## src/rtl/egg_countdown.sv

```systemverilog
// egg_countdown: BCD mm:ss egg-timer countdown with press detection, pause and self-clearing alarm.
module egg_countdown #(
    parameter int ALARM_SECONDS = 30
) (
    input  logic       clk,
    input  logic       reset,
    input  logic       tick_1hz,
    input  logic       btn_start,
    input  logic       btn_min,
    input  logic       btn_sec,
    output logic [3:0] min_tens,
    output logic [3:0] min_ones,
    output logic [3:0] sec_tens,
    output logic [3:0] sec_ones,
    output logic [1:0] state,
    output logic       alarm
);
    localparam int CW = $clog2(ALARM_SECONDS + 1);
    localparam logic [CW-1:0] ALARM_LAST = CW'(ALARM_SECONDS);

    typedef enum logic [1:0] {IDLE, RUN, PAUSE, ALARM} state_t;

    state_t        cur, nxt;
    logic          prev_start, prev_min, prev_sec;
    logic          press_start, press_min, press_sec;
    logic [CW-1:0] cnt, cnt_nxt, cnt_inc;
    logic [3:0]    mt_n, mo_n, st_n, so_n;
    logic [3:0]    dmt, dmo, dst, dso, imt, imo, ist, iso;
    logic          b0, b1, b2, time_zero, dec_zero;

    assign press_start = btn_start & ~prev_start;
    assign press_min   = btn_min & ~prev_min;
    assign press_sec   = btn_sec & ~prev_sec;

    // borrow chain for the one-second decrement
    assign b0  = sec_ones == 4'd0;
    assign b1  = b0 && sec_tens == 4'd0;
    assign b2  = b1 && min_ones == 4'd0;
    assign dso = b0 ? 4'd9 : sec_ones - 4'd1;
    assign dst = b0 ? (sec_tens == 4'd0 ? 4'd5 : sec_tens - 4'd1) : sec_tens;
    assign dmo = b1 ? (min_ones == 4'd0 ? 4'd9 : min_ones - 4'd1) : min_ones;
    assign dmt = b2 ? (min_tens == 4'd0 ? 4'd9 : min_tens - 4'd1) : min_tens;

    assign imo = min_ones == 4'd9 ? 4'd0 : min_ones + 4'd1;
    assign imt = min_ones == 4'd9 ? (min_tens == 4'd9 ? 4'd0 : min_tens + 4'd1) : min_tens;
    assign iso = sec_ones == 4'd9 ? 4'd0 : sec_ones + 4'd1;
    assign ist = sec_ones == 4'd9 ? (sec_tens == 4'd5 ? 4'd0 : sec_tens + 4'd1) : sec_tens;

    assign time_zero = {min_tens, min_ones, sec_tens, sec_ones} == 16'h0;
    assign dec_zero  = {dmt, dmo, dst, dso} == 16'h0;
    assign cnt_inc   = cnt == ALARM_LAST ? cnt : cnt + 1'b1;
    assign state     = cur;

    always_comb begin
        nxt     = cur;
        cnt_nxt = cnt;
        {mt_n, mo_n, st_n, so_n} = {min_tens, min_ones, sec_tens, sec_ones};
        case (cur)
            IDLE: begin
                if (press_start) nxt = time_zero ? IDLE : RUN;
                else begin
                    if (press_min) {mt_n, mo_n} = {imt, imo};
                    if (press_sec) {st_n, so_n} = {ist, iso};
                end
            end
            RUN: begin
                if (tick_1hz) {mt_n, mo_n, st_n, so_n} = {dmt, dmo, dst, dso};
                if (tick_1hz && dec_zero) begin
                    nxt     = ALARM;
                    cnt_nxt = '0;
                end else if (press_start) nxt = PAUSE;
            end
            PAUSE: begin
                if (press_start) nxt = RUN;
                else if (press_min || press_sec) nxt = IDLE;
            end
            ALARM: begin
                if (press_start || press_min || press_sec) nxt = IDLE;
                else if (tick_1hz) begin
                    cnt_nxt = cnt_inc;
                    if (cnt_inc == ALARM_LAST) nxt = IDLE;
                end
            end
            default: nxt = IDLE;
        endcase
    end

    always_ff @(posedge clk or posedge reset) begin
        if (reset) begin
            cur        <= IDLE;
            alarm      <= 1'b0;
            cnt        <= '0;
            prev_start <= 1'b0;
            prev_min   <= 1'b0;
            prev_sec   <= 1'b0;
            {min_tens, min_ones, sec_tens, sec_ones} <= 16'h0;
        end else begin
            cur        <= nxt;
            alarm      <= nxt == ALARM;
            cnt        <= cnt_nxt;
            prev_start <= btn_start;
            prev_min   <= btn_min;
            prev_sec   <= btn_sec;
            {min_tens, min_ones, sec_tens, sec_ones} <= {mt_n, mo_n, st_n, so_n};
        end
    end
endmodule
```

## config.mk

```make
export PLATFORM = sky130hd
export DESIGN_NAME = egg_countdown
export DESIGN_NICKNAME = d
export VERILOG_FILES = /design/src/rtl/egg_countdown.sv
export SDC_FILE = /design/constraint.sdc
export NUM_CORES = 1
export LEC_CHECK = 0
export CORE_MARGIN = 5
export CORE_UTILIZATION = 36
export DETAILED_ROUTE_END_ITERATION = 10
export HOLD_SLACK_MARGIN = 0.06
export SLEW_MARGIN = 5
export SYNTH_ARGS = -nofsm -noshare
export SYNTH_HDL_FRONTEND = slang
export SYNTH_SLANG_ARGS = --single-unit
```

## constraint.sdc

```tcl
create_clock -name clk -period 2 [get_ports clk]
set_input_delay 0.6 -clock clk [delete_from_list [all_inputs] [get_ports clk]]
set_output_delay 0.6 -clock clk [all_outputs]
set_load 0.02 [all_outputs]
```

==> impl_results.md <==
- Outcome: finished with violations
- Failing checks: negative setup slack
- RSZ-0062 raised after global routing: yes
- DR iter-0 viols: 94
- Dpl ws: -0.459 ns
- Ys flop type: dfrtp_1
- Max Cap Viol: 0
- Row Count: 26
- Area growth syn-to-layout: 50.0%
- CP arrival: 2.27 ns
- Num CTS Buffers: 3
- Avg Vias per Cell: 5.59
- Leak: 1.24 nW
- Syn nets: about 240
- Synth warn: 0
- Largest net degree at the start of global routing: 28
- Most common cell after layout, fill and taps aside: buf_4
- Non-filler cells in the finished layout: approximately 380
- Via count: 2107
- # DRC: 0
- Final GP Congestion: around 0.85
- Placed cell count: 358
- Maximum fanout along the worst path: 4
- Worst hold-check path type: in -> reg
- Leading area contributor after synthesis: dfrtp_1
- Share of layout cells above drive strength 1: 35.8%
- Sequential fraction of the synthesis area: 34.6%
- Die Area: 0.00700 mm²
- Final Skew: 0.00554 ns
- Synth top area cells: dfrtp_1, a21oi_1, nor2_1, o21ai_0, nand2_1
- FF-to-FF setup slack: -0.11 ns
- Worst-Margin Slew: a little under 0.4 ns
- Placed cell area: 0.00257 mm²
- TNS Setup: -0.135 ns
- DRT Wirelength: 5.87 mm
- Period utilisation layout: 106%
- Worst Setup SP: sec_ones[2]
- Core area: just over 0.005 mm²
- Commonest cells after routing, fill and taps aside: buf_4, dfrtp_1, nor2_1
- CTS tree: built
- Clock Pin Slew Worst Setup and Hold Paths: 0.10 ns
- Final min period: between 2 and 2.5 ns
- PwrDens: 1280 mW/mm²
- Wire length per cell: roughly 16 µm
- Element type at the critical path end: register
- # hold bufs at CTS: 0
- Fmax: between 400 and 500 MHz
- Max VDD drop: 0.721 mV
- Initial antenna violation count: 0
- Worst flop-to-flop path startpoint: sec_ones[2]
- Pre-antenna DRT Iters: 4
- Antenna-violating nets left: 0
- Clock sinks: 27
- Global-route wire length before repair: 9.68 mm
- Crit start category: register
- Post-synth top area share: 34.6%
- Final Instance Area: 0.00293 mm²
- Fin. max-slew vios: 0
- Number of global-route vias before repair: around 2100
- Avg Cell Area, Syn: ~8.3 µm²
- Final setup fails: 3
- Min-delay src: btn_sec
- Die Ht: 83.7 µm
- Cells after Synth: 236
- Post-synth EDFFs: 0
- Post-synthesis async set-or-reset flop share: 100%
- Clock Latency Late Sink: 0.28 ns
- Yosys reg bits: 27
- Critical path class: reg -> reg
- GRT Total Usage: approximately 16%
- Diodes inserted: 0
- PortBufs: 24
- Min setup slack post-route: -0.115 ns
- Nets: 316
- H-Tree Depth: 1
- CTS Buffer Depth: 2
- Synth cell types: 56
- Fillers: between 400 and 500
- Synthesized area: about 0.0020 mm²
- DP HPWL: 4.00 mm
- Worst EP required: 2.16 ns
- Num ports: 25
- Gr ovfl total: 0
- Hold Fails Final Rpt: 0
- Die width: 83.7 µm
- Initial Util: 37.8%
- CTS root buf: clkbuf_8
- Slew headroom: around three quarters
## flip-flops by register name, indices dropped and copies added, names as in the netlist
name / count
cnt: 5
min_ones: 4
min_tens: 4
sec_ones: 4
sec_tens: 4
state: 2
alarm: 1
prev_min: 1
prev_sec: 1
prev_start: 1
## layer usage
metal / track usage, % / part of all wire (%) / vias to the layer above
met5: 0 / 0 / -
met2: 29.1 / 51 / 48
li1: - / - / 1038
met4: 3.51 / 0.53 / 0
met3: 1.78 / 4.1 / 4
met1: 21.4 / 44 / 1017
## final timing paths
path / to / depth (start not counted)
max in group asynchronous: sec_ones[2] / 3
min in group asynchronous: prev_sec / 3
worst min register to register: cnt[4] / 1
worst min-delay path: prev_sec / 1
worst max register to register: sec_tens[3] / 5
worst max-delay path: sec_tens[3] / 5
## kinds of logic (layout without fill, tap and decap cells)
family / count (synthesis) / in the layout / synth area share (%)
AND/OR/NAND/NOR: 96 / 96 / 27.4
AO/OA/AOI/OAI: 76 / 76 / 26.7
flip-flops: 27 / 27 / 34.6
buffers and inverters: 24 / 95 / 5.00
XOR/XNOR: 9 / 9 / 4.04
adder cells (fa/ha/maj): 2 / 2 / 1.28
multiplexers: 2 / 2 / 1.03
## stage by stage
step	hold slack, ns	power [mW]	utilization, %
2_1_floorplan	0.523	2.22	-
3_3_place_gp	0.559	3.17	49.7
3_5_place_dp	0.565	3.19	49.7
4_1_cts	0.561	3.59	52.9
5_1_grt	0.580	4.02	56.7
6_report	0.567	3.75	56.7
## what timing repair did
action	in CTS	in global routing
endpoints found under the setup margin	25	20
pin swaps	12	14
resized for setup	33	33
buffers inserted	7	8
## cell usage after synthesis, drive strengths merged, types with 2 or more instances
cell type,instances
dfrtp,27
nor2,19
a21oi,18
nand2,18
clkbuf,15
o21ai,14
nand4,10
nor3,7
nor4,7
a211oi,5
a31oi,5
buf,5
nand3,5
xnor2,5
a21boi,4
inv,4
nand2b,4
nor2b,4
o211ai,4
or4,4
xor2,4
o21a,3
o31ai,3
or2,3
a22o,2
a41oi,2
and2,2
and3,2
ha,2
mux2i,2
nand4b,2
nor3b,2
nor4b,2
o2bb2ai,2
o32a,2
o41ai,2
or3,2
## worst max-delay path: stages, from the launching register on
cell	delay, ns
dfrtp_2	0.42
or4_4	0.54
or3_4	0.40
or4_4	0.42
a21oi_2	0.16
a311oi_1	0.06
## power breakdown
group / internal, mW / switching, mW
sequential: 0.705 / 0.216
combinational: 1.14 / 1.36
clock: 0.140 / 0.188
## cell type report
| type | count | area, µm² | share of cell area, % |
|---|---|---|---|
| multi-input cells | 185 | 1390 | 47.4 |
| repair buffers | 87 | 713 | 24.3 |
| flip-flops and latches | 27 | 679 | 23.2 |
| well taps | 70 | 87.6 | 2.99 |
| clock buffers | 3 | 41.3 | 1.41 |
| inverters | 4 | 15.0 | 0.512 |
| clock inverters | 1 | 5.00 | 0.171 |
No activity file was read; power rests on OpenSTA's default activity.
